==> src/rtl/qr_pkg.sv <==
// Shared state encoding, CORDIC mode constants and schedule-size helper for the
// Givens QR scheduler.
package qr_pkg;

    typedef enum logic [2:0] {
        ST_IDLE,
        ST_ISSUE,
        ST_WAIT,
        ST_WRITE,
        ST_NEXT,
        ST_FIN
    } state_t;

    localparam logic MODE_VEC = 1'b0;
    localparam logic MODE_ROT = 1'b1;

    // Engine operations in one full N x N decomposition.
    function automatic int total_ops(input int n);
        int acc;
        acc = 0;
        for (int j = 0; j < n - 1; j++) begin
            acc += (n - 1 - j) * (n - j);
        end
        return acc;
    endfunction

endpackage

==> src/rtl/qr_index_gen.sv <==
// Loop counters for the Givens schedule: column-major annihilation j, row pair
// (i-1, i) walking upward, and the column currently being processed.
module qr_index_gen
    import qr_pkg::*;
#(
    parameter int N  = 4,
    parameter int AW = $clog2(N)
) (
    input  logic          clk,
    input  logic          rst_n,
    input  logic          load,
    input  logic          advance,
    output logic [AW-1:0] row_a,
    output logic [AW-1:0] row_b,
    output logic [AW-1:0] col,
    output logic          mode,
    output logic          last
);

    localparam logic [AW-1:0] IDX_ONE  = AW'(1);
    localparam logic [AW-1:0] IDX_LAST = AW'(N - 1);
    localparam logic [AW-1:0] IDX_PEN  = AW'(N - 2);

    logic [AW-1:0] j;
    logic          col_done;
    logic          pair_done;

    // row_a is kept as its own register so the upper row address never has to
    // be derived by subtraction from row_b.
    assign col_done  = (col == IDX_LAST);
    assign pair_done = (row_a == j);
    assign last      = col_done && pair_done && (j == IDX_PEN);
    assign mode      = (col == j) ? MODE_VEC : MODE_ROT;

    // NOTE: non-blocking assignments here so every counter sees the pre-edge
    // value of the others when the nested-loop carry ripples.
    always_ff @(posedge clk or negedge rst_n) begin
        if (!rst_n) begin
            j     <= '0;
            row_a <= '0;
            row_b <= '0;
            col   <= '0;
        end else if (load) begin
            j     <= '0;
            row_a <= IDX_PEN;
            row_b <= IDX_LAST;
            col   <= '0;
        end else if (advance) begin
            if (!col_done) begin
                col <= col + IDX_ONE;
            end else if (!pair_done) begin
                row_a <= row_a - IDX_ONE;
                row_b <= row_b - IDX_ONE;
                col   <= j;
            end else if (last) begin
                j     <= '0;
                row_a <= '0;
                row_b <= '0;
                col   <= '0;
            end else begin
                j     <= j + IDX_ONE;
                row_a <= IDX_PEN;
                row_b <= IDX_LAST;
                col   <= j + IDX_ONE;
            end
        end
    end

endmodule

==> src/rtl/qr_givens_scheduler.sv <==
// Givens-rotation QR scheduler: sequences one shared iterative CORDIC engine
// through the vectoring/rotation schedule against an external matrix bank.
module qr_givens_scheduler
    import qr_pkg::*;
#(
    parameter int N    = 4,
    parameter int DW   = 8,
    parameter int ITER = 6,
    parameter int AW   = $clog2(N)
) (
    input  logic            clk,
    input  logic            rst_n,
    input  logic            start,
    output logic            busy,
    output logic            done,
    output logic [AW-1:0]   rd_row_a,
    output logic [AW-1:0]   rd_row_b,
    output logic [AW-1:0]   rd_col,
    input  logic [DW-1:0]   rd_data_a,
    input  logic [DW-1:0]   rd_data_b,
    output logic            wr_en,
    output logic [AW-1:0]   wr_row_a,
    output logic [AW-1:0]   wr_row_b,
    output logic [AW-1:0]   wr_col,
    output logic [DW-1:0]   wr_data_a,
    output logic [DW-1:0]   wr_data_b,
    output logic            cordic_go,
    output logic            cordic_mode,
    output logic [DW-1:0]   cordic_x,
    output logic [DW-1:0]   cordic_y,
    output logic [ITER-1:0] cordic_dir_in,
    input  logic            cordic_done,
    input  logic [DW-1:0]   cordic_xo,
    input  logic [DW-1:0]   cordic_yo,
    input  logic [ITER-1:0] cordic_dir_out
);

    state_t        state;
    logic          idx_load;
    logic          idx_advance;
    logic          idx_last;
    logic          idx_mode;
    logic [AW-1:0] idx_row_a;
    logic [AW-1:0] idx_row_b;
    logic [AW-1:0] idx_col;

    assign idx_load    = (state == ST_IDLE) && start;
    assign idx_advance = (state == ST_NEXT);

    qr_index_gen #(
        .N  (N),
        .AW (AW)
    ) u_index_gen (
        .clk     (clk),
        .rst_n   (rst_n),
        .load    (idx_load),
        .advance (idx_advance),
        .row_a   (idx_row_a),
        .row_b   (idx_row_b),
        .col     (idx_col),
        .mode    (idx_mode),
        .last    (idx_last)
    );

    // Counters only move in NEXT, so addresses and mode are steady through
    // ISSUE, WAIT and WRITE of each op.
    assign rd_row_a    = idx_row_a;
    assign rd_row_b    = idx_row_b;
    assign rd_col      = idx_col;
    assign cordic_mode = idx_mode;

    // Operands are registered at the end of ISSUE, so cordic_go rises in the
    // same cycle the engine first sees valid, stable operands.
    always_ff @(posedge clk or negedge rst_n) begin
        if (!rst_n) begin
            state         <= ST_IDLE;
            busy          <= 1'b0;
            done          <= 1'b0;
            wr_en         <= 1'b0;
            cordic_go     <= 1'b0;
            cordic_x      <= '0;
            cordic_y      <= '0;
            cordic_dir_in <= '0;
            wr_row_a      <= '0;
            wr_row_b      <= '0;
            wr_col        <= '0;
            wr_data_a     <= '0;
            wr_data_b     <= '0;
        end else begin
            cordic_go <= 1'b0;
            wr_en     <= 1'b0;
            done      <= 1'b0;
            case (state)
                ST_IDLE: begin
                    if (start) begin
                        busy  <= 1'b1;
                        state <= ST_ISSUE;
                    end
                end
                ST_ISSUE: begin
                    cordic_x  <= rd_data_a;
                    cordic_y  <= rd_data_b;
                    cordic_go <= 1'b1;
                    state     <= ST_WAIT;
                end
                ST_WAIT: begin
                    if (cordic_done) begin
                        wr_en     <= 1'b1;
                        wr_row_a  <= idx_row_a;
                        wr_row_b  <= idx_row_b;
                        wr_col    <= idx_col;
                        wr_data_a <= cordic_xo;
                        // The vectoring op annihilates the lower element exactly.
                        wr_data_b <= (idx_mode == MODE_VEC) ? '0 : cordic_yo;
                        if (idx_mode == MODE_VEC) begin
                            cordic_dir_in <= cordic_dir_out;
                        end
                        state <= ST_WRITE;
                    end
                end
                ST_WRITE: begin
                    state <= ST_NEXT;
                end
                ST_NEXT: begin
                    if (idx_last) begin
                        done  <= 1'b1;
                        state <= ST_FIN;
                    end else begin
                        state <= ST_ISSUE;
                    end
                end
                ST_FIN: begin
                    busy  <= 1'b0;
                    state <= ST_IDLE;
                end
                default: begin
                    state <= ST_IDLE;
                end
            endcase
        end
    end

endmodule

==> config.mk <==
export PLATFORM = sky130hd
export DESIGN_NAME = qr_givens_scheduler
export DESIGN_NICKNAME = d
export VERILOG_FILES = /design/src/rtl/qr_pkg.sv /design/src/rtl/qr_index_gen.sv /design/src/rtl/qr_givens_scheduler.sv
export SDC_FILE = /design/constraint.sdc
export NUM_CORES = 1
export LEC_CHECK = 0
export ABC_AREA = 1
export CAP_MARGIN = 20
export CORE_ASPECT_RATIO = 1.75
export CORE_MARGIN = 2
export CORE_UTILIZATION = 41
export CTS_BUF_LIST = sky130_fd_sc_hd__clkbuf_16
export CTS_CLUSTER_SIZE = 16
export DETAILED_ROUTE_END_ITERATION = 6
export HOLD_SLACK_MARGIN = 0.02
export PLACE_DENSITY_LB_ADDON = 0.25
export SLEW_MARGIN = 20
export SYNTH_ARGS = -nofsm -noshare
export SYNTH_HDL_FRONTEND = slang
export SYNTH_SLANG_ARGS = --single-unit
==> constraint.sdc <==
create_clock -name clk -period 1.5 [get_ports clk]
set_input_delay 0.3 -clock clk [delete_from_list [all_inputs] [get_ports clk]]
set_output_delay 0.3 -clock clk [all_outputs]
set_load 0.02 [all_outputs]
==> results of run 1 <==
## power by group
part	switching (mW)	leakage (nW)	internal [mW]
sequential	0.389	0.738	2.31
combinational	2.61	1.27	1.73
clock	0.641	0.143	1.24
## repair_timing
action / 4_1_cts / 5_1_grt
endpoints found under the hold margin: 59 / 0
endpoints found under the setup margin: 55 / 11
pin swaps: 0 / 1
hold buffers: 1 / 0
gates resized for setup: 58 / 6
## worst max-delay path, cell delays in order (launching register included)
cell and delay, ns:
dfrtp_1 0.38, buf_4 0.15, clkdlybuf4s15_1 0.29
## cells in the final DEF (no fill, tap or decap)
cell type,synthesis,layout
dlygate4sd2_1,0,52
dlygate4sd3_1,0,1
clkdlybuf4s50_1,0,40
nor2_4,1,1
clkinv_1,0,2
buf_12,0,2
o22ai_1,1,1
a21oi_1,1,1
bufinv_16,0,1
nand3_4,1,2
nor3_1,1,1
inv_2,7,7
nor2_1,6,6
inv_1,17,19
nand3_1,17,16
buf_2,3,2
nand2b_4,0,1
o21ai_0,10,10
clkbuf_16,0,9
o21ai_4,1,1
xnor2_1,2,2
o21ai_2,6,6
clkinv_2,0,1
dfrtp_1,59,59
o21ai_1,2,2
nand4_1,1,1
nor3_4,1,1
nand2_1,146,144
nand3_2,2,2
ha_1,1,1
nand2_2,0,2
buf_4,0,21
clkdlybuf4s15_1,0,2
## registers in the layout, indices dropped and copies added (netlist names), 2 cells and up
signal / count
wr_data_a: 8
cordic_dir_in: 6
cordic_y: 8
cordic_x: 8
u_index_gen.col: 2
wr_row_b: 2
u_index_gen.row_a: 2
state: 3
wr_row_a: 2
u_index_gen.j: 2
wr_col: 2
u_index_gen.row_b: 2
wr_data_b: 8
## worst min path at each step
| stage | startpoint | endpoint | slack, ns |
|---|---|---|---|
| finish | cordic_x[0] | cordic_x[0] | 0.46 |
| detailed placement | rst_n | wr_data_a[7] | 0.33 |
| CTS | cordic_x[0] | cordic_x[0] | 0.47 |
| global route | cordic_x[0] | cordic_x[0] | 0.47 |
| global placement | rst_n | wr_data_a[7] | 0.33 |
| floorplan | rst_n | busy | 0.004 |
## cell families (layout without fill, tap and decap cells)
family | after synthesis | after routing | share of synthesized area [%]
AO/OA/AOI/OAI | 21 | 21 | 5.54
flip-flops | 59 | 59 | 58.4
buffers and inverters | 31 | 159 | 5.64
XOR/XNOR | 2 | 2 | 0.693
AND/OR/NAND/NOR | 177 | 177 | 29.3
adder cells (fa/ha/maj) | 1 | 1 | 0.494
## cell type report
class / instances / area, µm² / share of cell area, %
Multi-Input combinational cell: 201 / 933 / 23.5
Sequential cell: 59 / 1480 / 37.2
Clock inverter: 6 / 50.0 / 1.26
Inverter: 24 / 90.1 / 2.27
Clock buffer: 9 / 225 / 5.68
Timing Repair Buffer: 120 / 1090 / 27.6
Tap cell: 78 / 97.6 / 2.46
## per-layer routing
metal	part of all wire, %	up-vias	GRT usage [%]	wire length (µm)
met2	54	77	36.5	3300
met5	0	-	0	0
met1	38	1069	20.1	2310
met4	2.1	0	10.4	128
li1	-	1148	-	-
met3	6.4	11	6.17	393
## through the flow
stage | power, mW | hold slack (ns)
floorplan | 5.29 | 0.00441
global placement | 7.41 | 0.329
detailed placement | 7.54 | 0.330
CTS | 9.00 | 0.465
global route | 9.62 | 0.471
finish | 8.93 | 0.459
==> results.yml, run 1 <==
timing:
  fin_crit_ns: 1.45
  worstMarginPinSlew_ns: 0.307
  skew_ns: 0.00499
  maxSlewViolCount: 0
  timing.final.crit_share_pct: 96.9
  fmax_ghz: 0.688
  final-setup-viol-count: 0
  worst_slack_ns: 0.0469
  rsz0062_at_grt: "true"
  max-slew-margin-rel_pct: 79.5
  fin_setup_tns_ns: 0
  hold_viol: 0
detailed_routing:
  drc: 0
  drt_iter0_drc: 75
  vias: 2305
  ant_nets: 0
  firstDrtPassIters: 4
  totalWireLength_um: 6130
  vias_per_cell: 4.64
  wire_per_inst_um: 12.3
clock_tree:
  clkTransAtPathRegs_ns: 0.05
  cts_tree: "yes"
  cts_setup_buffers: 0
  cts-root-buf: "clkbuf_16"
  cts.sinks: 59
  cts_buffer_depth: 2
  cts_buffers: 9
  insertion_delay_ns: 0.32
  htreeDepth: 3
floorplan:
  initial_core_util_pct: 42.7
  core_area_um2: 5930
  die_w_um: 63.4
  fp.dieH_um: 108
  dieArea_um2: 6840
  num_rows: 37
  ios: 97
synthesis:
  synth_warnings: 0
  synth_area_leaders: "dfrtp_1 (58%), nand2_1 (22%), nand3_1 (3.4%)"
  synth-seq-area-share_pct: 58.4
  synth_top_area_cell: "dfrtp_1"
  synthesis.area_um2: 2530
  yosysMostFrequentCell: "nand2_1"
  synth_top_area_share_pct: 58.4
  synth_nets: 334
  ys_ff_latch: 59
  synth_edf_count: 0
  ys.flop_type: "dfrtp_1"
  synth.distinct_cells: 24
  yosys-top-cells-count: "nand2_1 (146), dfrtp_1 (59), inv_1 (17), nand3_1 (17), o21ai_0 (10)"
  async_flop_share_pct: 100
  syn_inst: 291
  avgSynthCellArea_um2: 8.69
setup_path:
  timing.rr.start: "u_index_gen.col[0]"
  r2r_cells: 7
  reg2reg_slack_ns: 0.11
  cp_max_fo: 3
  worstSetupPathType: "reg -> out"
  crit_arrival_ns: 1.15
  regToRegEndpoint: "u_index_gen.row_a[0]"
  required_ns: 1.20
  worstSetupEndpoint: "rd_col[0]"
  start_kind: "flop"
  crit_path_end_kind: "output pin"
  timing.critical_path.from: "u_index_gen.col[0]"
layout:
  num_antenna_cells: 0
  nFillCells: 534
  final_core_util_pct: 66.9
  nets: 458
  finalNonFillerCells: 497
  drive_gt1_share_pct: 14.1
  stdcell_area_um2: 3970
  synthToLayoutAreaGrowth_pct: 56.8
power:
  ir_worst_vdd_mv: 1.54
  p_leak_nw: 2.15
  powerDensity_nw_per_um2: 2250
placed_design:
  gp_congestion: 0.862
  place_inst: 481
  hpwl_um: 4460
  pre_cts_ws_ns: -0.0325
  port_buffers: 96
  place_area_um2: 3740
worst_hold_path:
  hold_depth: 2
  hold_path_class: "reg -> reg"
global_routing:
  overflow: 0
  grt_max_degree: 60
  grt_pass1_vias: 2438
  antenna_found_initial: 0
  grt_usage_pct: 20.0
  grt_pass1_wl_um: 10600
run_status:
  status: "finished clean"
job:
  cap_violations: 0
No activity file was read; power rests on OpenSTA's default activity.
==> run 2, diff against run 1 <==
--- a/config.mk
+++ b/config.mk
@@ -11,6 +11,7 @@
 export CORE_MARGIN = 2
 export CORE_UTILIZATION = 41
 export CTS_BUF_LIST = sky130_fd_sc_hd__clkbuf_16
+export CTS_CLUSTER_DIAMETER = 100
 export CTS_CLUSTER_SIZE = 16
 export DETAILED_ROUTE_END_ITERATION = 6
 export HOLD_SLACK_MARGIN = 0.02
==> results of run 2 <==
The final DEF is identical to that of run 1; final timing and power are the same.
==> patch 1: new RTL, config.mk and constraints of run 2 <==
`N` is set to 4 in 2 places; all go to 2.
--- a/src/rtl/qr_index_gen.sv
+++ b/src/rtl/qr_index_gen.sv
@@ -3,7 +3,7 @@
 module qr_index_gen
     import qr_pkg::*;
 #(
-    parameter int N  = 4,
+    parameter int N  = 2,
     parameter int AW = $clog2(N)
 ) (
     input  logic          clk,
--- a/src/rtl/qr_givens_scheduler.sv
+++ b/src/rtl/qr_givens_scheduler.sv
@@ -3,7 +3,7 @@
 module qr_givens_scheduler
     import qr_pkg::*;
 #(
-    parameter int N    = 4,
+    parameter int N    = 2,
     parameter int DW   = 8,
     parameter int ITER = 6,
     parameter int AW   = $clog2(N)
Ports: changed (6 resized); port bits go from 97 to 91. No check against the original RTL was run, so the function may have changed too.
==> patch 1 against run 2 <==
- via count is 19% lower
- maximum frequency shrank 0.89%
- sequential power decreased by 13%
- utilization shrank 1.8 points
- total power is 24% lower
- synthesized area shrank 16%
- sequential cell count fell by 7
- clock skew is 0.0018 ns lower
- routed wire length down 21%
- setup slack worse by 0.013 ns
- final cell count fell by 21%
- final area shrank 18%
- largest cell class unchanged
- highest routed layer unchanged
==> patch 1: results (changes against run 2) <==
| Metric | Value |
|---|---|
| Run status | `finished, final reports clean (unchanged)` |
| Clock Latency Late Sink | `0.28 ns (was 0.32 ns)` |
| Met3 Routed Length | `270 um (was 393 um)` |
| Inst Count DP | `383 (was 481)` |
| Syn_nets | `279 (was 334)` |
| Routed length on met1 | `1.80 mm (was 2.31 mm)` |
| Pre-CTS setup slack | `0.00894 ns (was -0.0325 ns)` |
| Synth top area cells | `dfrtp_1 62%, nand2_1 21%, nand3_1 4.5%, inv_1 2.0%, buf_6 1.6% (was dfrtp_1 58%, nand2_1 22%, nand3_1 3.4%, inv_1 2.5%, o21ai_2 2.1%)` |
| Non-clk buf share | `0.290 (was 0.276)` |
| Seq/Total Area, Yosys | `0.615 (was 0.584)` |
| Relative slew slack | `0.820 (was 0.795)` |
| Count of multi-input gates | `164 (was 201)` |
| Worst R2R Path Depth | `8 (was 7)` |
| Seq cells | `52 (was 59)` |
| HPWL Detailed | `3.52 mm (was 4.46 mm)` |
| Total track usage | `0.183 (was 0.200)` |
| Routed wl met2 | `2.69 mm (was 3.30 mm)` |
| Per-cell routed wire length | `12.3 um (about the same)` |
| Non-filler cells, final | `393 (was 497)` |
| Register Area | `1300 um2 (was 1480 um2)` |
| Worst r2r dst | `u_index_gen.col$_DFFE_PN0P_ (was u_index_gen.row_a[0]$_DFFE_PN0P_)` |
| Signal buffers | `101 (was 120)` |
| Clock buffers | `5 (was 9)` |
| Syn_area_per_cell | `8.96 um2 (was 8.69 um2)` |
| Yosys cell types | `20 (was 24)` |
| IO Port Bufs | `90 (was 96)` |
patch 1: kinds of logic after synthesis:
logic type | count (synthesis) | synth area share
AND/OR/NAND/NOR | 155 | 0.304
adder cells (fa/ha/maj) | 1 | 0.00592
AO/OA/AOI/OAI | 8 | 0.0249
flip-flops | 52 | 0.615
buffers and inverters | 20 | 0.0503
patch 1: worst max-delay path, cell delays in order, from the launching register on:
cell           delay (ns)
dfrtp_1              0.40
buf_4                0.17
dlygate4sd2_1        0.32
patch 1: stage by stage:
stage	instance area, um2	util	hold slack (ns)	power, uW
2_1_floorplan	2110	-	0.00441	4330
3_3_place_gp	3120	0.626	0.312	5950
3_5_place_dp	3120	0.626	0.316	6020
4_1_cts	3230	0.649	0.469	6890
5_1_grt	3240	0.651	0.492	7330
6_report	3240	0.651	0.465	6810
patch 1: what timing repair did:
item / CTS / global route
resized for setup: 51 / 3
hold buffers: 1 / 0
setup endpoints to repair: 49 / 21
endpoints found under the hold margin: 52 / 0
buffers inserted: 0 / 1
patch 1: worst max path at each step:
stage / slack (ns) / to / startpoint
after detailed placement: 0.009 / cordic_mode / u_index_gen.col$_DFFE_PN0P_
final: 0.03 / rd_col / u_index_gen.col$_DFFE_PN0P_
after global routing: 0.007 / rd_col / u_index_gen.col$_DFFE_PN0P_
after global placement: 0.04 / cordic_mode / u_index_gen.col$_DFFE_PN0P_
after floorplan: 0.22 / cordic_mode / u_index_gen.col$_DFFE_PN0P_
after CTS: 0.02 / cordic_mode / u_index_gen.col$_DFFE_PN0P_
patch 1: power breakdown:
| part | switching [uW] | total, uW | internal, uW |
|---|---|---|---|
| Combinational | 1990 | 3210 | 1220 |
| Sequential | 340 | 2350 | 2010 |
| Clock | 477 | 1250 | 776 |
| Total | 2800 | 6810 | 4010 |
==> patch 2: new RTL, config.mk and constraints of run 2 <==
Without the edit above. Register the outputs `rd_row_a`, `rd_row_b`, `rd_col` and `cordic_mode`, with the module's reset; this adds one clock of latency there. The other outputs are not delayed to match.
--- a/src/rtl/qr_givens_scheduler.sv
+++ b/src/rtl/qr_givens_scheduler.sv
@@ -64,10 +64,19 @@
 
     // Counters only move in NEXT, so addresses and mode are steady through
     // ISSUE, WAIT and WRITE of each op.
-    assign rd_row_a    = idx_row_a;
-    assign rd_row_b    = idx_row_b;
-    assign rd_col      = idx_col;
-    assign cordic_mode = idx_mode;
+    always_ff @(posedge clk or negedge rst_n) begin
+        if (!rst_n) begin
+            rd_row_a    <= '0;
+            rd_row_b    <= '0;
+            rd_col      <= '0;
+            cordic_mode <= '0;
+        end else begin
+            rd_row_a    <= idx_row_a;
+            rd_row_b    <= idx_row_b;
+            rd_col      <= idx_col;
+            cordic_mode <= idx_mode;
+        end
+    end
 
     // Operands are registered at the end of ISSUE, so cordic_go rises in the
     // same cycle the engine first sees valid, stable operands.
Formal check against the unedited RTL: not equivalent (Yosys sat finds a counterexample within 4 cycles, from zero or initial values and one cycle with rst_n low).
==> patch 2 against run 2 <==
- maximum frequency is 6.2% higher
- synthesized cell count is 2.4% higher
- utilization is 3.6 points lower
- largest power group unchanged
- global-route usage is 2.2 points lower
- total power is 1.3% higher
- sequential cell count is 7 higher
- register-to-register slack better by 0.02 ns
- worst hold slack worse by 0.0089 ns
- critical path depth is 6 higher
- routed wire length is 2.9% lower
- setup slack better by 0.085 ns
- synthesized area is 7.1% higher
- final area is 2.8% higher
==> patch 2: results (changes against run 2) <==
| Metric | Value |
|---|---|
| Synth top area cells | `dfrtp_1 61%, nand2_1 20%, nand3_1 3.0%, inv_1 2.5%, o21ai_2 1.9% (was dfrtp_1 58%, nand2_1 22%, nand3_1 3.4%, inv_1 2.5%, o21ai_2 2.1%)` |
| Gate Count Post-Synth | `298 (was 291)` |
| Synth top cells by count | `147 x nand2_1, 66 x dfrtp_1, 18 x inv_1 (was 146 x nand2_1, 59 x dfrtp_1, 17 x inv_1, 17 x nand3_1, 10 x o21ai_0)` |
| Start point of the worst min-delay path | `u_index_gen.row_b[1]$_DFFE_PN0P_ (was cordic_x[0]$_DFFE_PN0P_)` |
| Worst slew pin tran | `0.350 ns (was 0.307 ns)` |
| H-tree depth | `3 (unchanged)` |
| Hold Crit Class | `reg2reg (unchanged)` |
| Routed Antenna Nets | `0 (unchanged)` |
| Largest net degree at the start of global routing | `67 (was 60)` |
| IO Port Bufs | `96 (unchanged)` |
| Initial antenna violation count | `0 (unchanged)` |
| HPWL Detailed | `4.28 mm (was 4.46 mm)` |
| Gp weighted congestion | `0.790 (was 0.862)` |
| Synth warn | `0 (unchanged)` |
| Via count | `2320 (was 2305)` |
| Total wire length | `5.95 mm (was 6.13 mm)` |
| Vias in the first global route | `2242 (was 2438)` |
| CTS Root Cell | `clkbuf_16 (unchanged)` |
| Worst Path Arrival | `1.59 ns (was 1.15 ns)` |
| Leakage | `0.00219 uW (was 0.00215 uW)` |
| Starting DRC count in detailed routing | `138 (was 75)` |
| Hold Crit Depth | `0 (was 2)` |
| Switching Fraction | `0.402 (was 0.408)` |
| Clk pin slew, worst setup/hold paths | `0.05 ns (about the same)` |
| Yosys cell types | `24 (unchanged)` |
| Share of post-route cells with drive strength above 1 | `0.115 (was 0.141)` |
| Final Skew | `0.00252 ns (was 0.00499 ns)` |
| Syn_nets | `341 (was 334)` |
| Critical Path Fanout Max | `5 (was 3)` |
| N_diodes | `0 (unchanged)` |
| Endpoint of the worst hold-timing path | `rd_row_b[1]$_DFF_PN0_ (was cordic_x[0]$_DFFE_PN0P_)` |
| Total track usage | `0.179 (was 0.200)` |
| FFs w/ async S/R, synth | `1.00 (unchanged)` |
| Worst vdd ir | `1.01 mV (was 1.54 mV)` |
| Worst R2R Path Depth | `8 (was 7)` |
| Run status | `finished, final reports clean (unchanged)` |
| Non-filler cells, final | `500 (was 497)` |
| Inst Count DP | `482 (was 481)` |
| WHS | `0.450 ns (was 0.459 ns)` |
| Clock Tree Buf Depth | `2 (unchanged)` |
| Worst r2r dst | `u_index_gen.col[1]$_DFFE_PN0P_ (was u_index_gen.row_a[0]$_DFFE_PN0P_)` |
| Nets@finish | `456 (was 458)` |
| R2R Path Start | `u_index_gen.col[0]$_DFFE_PN0P_ (unchanged)` |
| Pre-Repair DR Iteration Count | `4 (unchanged)` |
| Global-route wire length before repair | `10.0 mm (was 10.6 mm)` |
| TritonCTS Buffers | `9 (unchanged)` |
| Seq/Total Area, Yosys | `0.610 (was 0.584)` |
| Clock Latency Late Sink | `0.32 ns (about the same)` |
| R2R setup slack | `0.13 ns (was 0.11 ns)` |
==> patch 2: worst max-delay path by stage <==
stage	to	startpoint
after floorplan	u_index_gen.row_b[0]$_DFFE_PN0P_	state[1]$_DFFE_PN0P_
after global placement	cordic_dir_in[2]$_DFFE_PN0P_	cordic_done
after detailed placement	cordic_dir_in[0]$_DFFE_PN0P_	cordic_done
after CTS	u_index_gen.col[1]$_DFFE_PN0P_	u_index_gen.col[0]$_DFFE_PN0P_
after global routing	u_index_gen.col[1]$_DFFE_PN0P_	u_index_gen.col[0]$_DFFE_PN0P_
final	u_index_gen.col[1]$_DFFE_PN0P_	u_index_gen.col[0]$_DFFE_PN0P_
==> patch 2: power by group through the flow <==
stage	sequential (uW)	clock (uW)	combinational [uW]
2_1_floorplan	3880	0	1690
3_3_place_gp	3100	0	4390
3_5_place_dp	3110	0	4470
4_1_cts	3070	2030	4040
5_1_grt	3160	2120	4440
6_report	3060	1990	3990
==> patch 2: layout make-up <==
cell class              instances  area (um2)
flip-flops and latches         66        1650
repair buffers                111        1030
clock inverters                 7        60.1
well taps                      82         103
multi-input cells             201         920
clock buffers                   9         225
inverters                      24        90.1
fillers                       605        2360
==> patch 2: metrics by stage <==
| stage | setup WS, ns | area (um2) |
|---|---|---|
| after floorplan | 0.212 | 2710 |
| after global placement | 0.0309 | 3840 |
| after detailed placement | -0.00427 | 3840 |
| after CTS | 0.109 | 4060 |
| after global routing | 0.0128 | 4080 |
| final | 0.132 | 4080 |
==> patch 2: routing by layer <==
| metal | up-vias | global-route usage | wire length [um] |
|---|---|---|---|
| li1 | 1157 | - | - |
| met1 | 1076 | 0.198 | 2260 |
| met2 | 77 | 0.303 | 3160 |
| met3 | 10 | 0.0394 | 394 |
| met4 | 0 | 0.110 | 138 |
| met5 | - | 0 | 0 |
==> patch 2: cell families after synthesis <==
logic type	count (synthesis)	synth area share
adders and majority gates	1	0.00462
AOI/OAI and AO/OA	21	0.0517
and+or+nand+nor	177	0.275
DFF	66	0.610
buffers and inverters	31	0.0526
xor gates and xnor gates	2	0.00647
==> patch 2: what timing repair did <==
action / in CTS / in global routing
buffers inserted: 0 / 1
gates resized for setup: 55 / 2
setup endpoints to repair: 55 / 3
hold buffers: 1 / 0
gates cloned: 0 / 0
hold endpoints to repair: 66 / 0
==> patch 2: critical path, cell delays in order (launching register included) <==
cell and delay (ns):
dfrtp_1 0.41, ha_2 0.22, nand3_1 0.12, inv_1 0.08, nand3_1 0.14, nand2_1 0.13, nand2_1 0.06, nand2_1 0.05
nand2_1 0.04
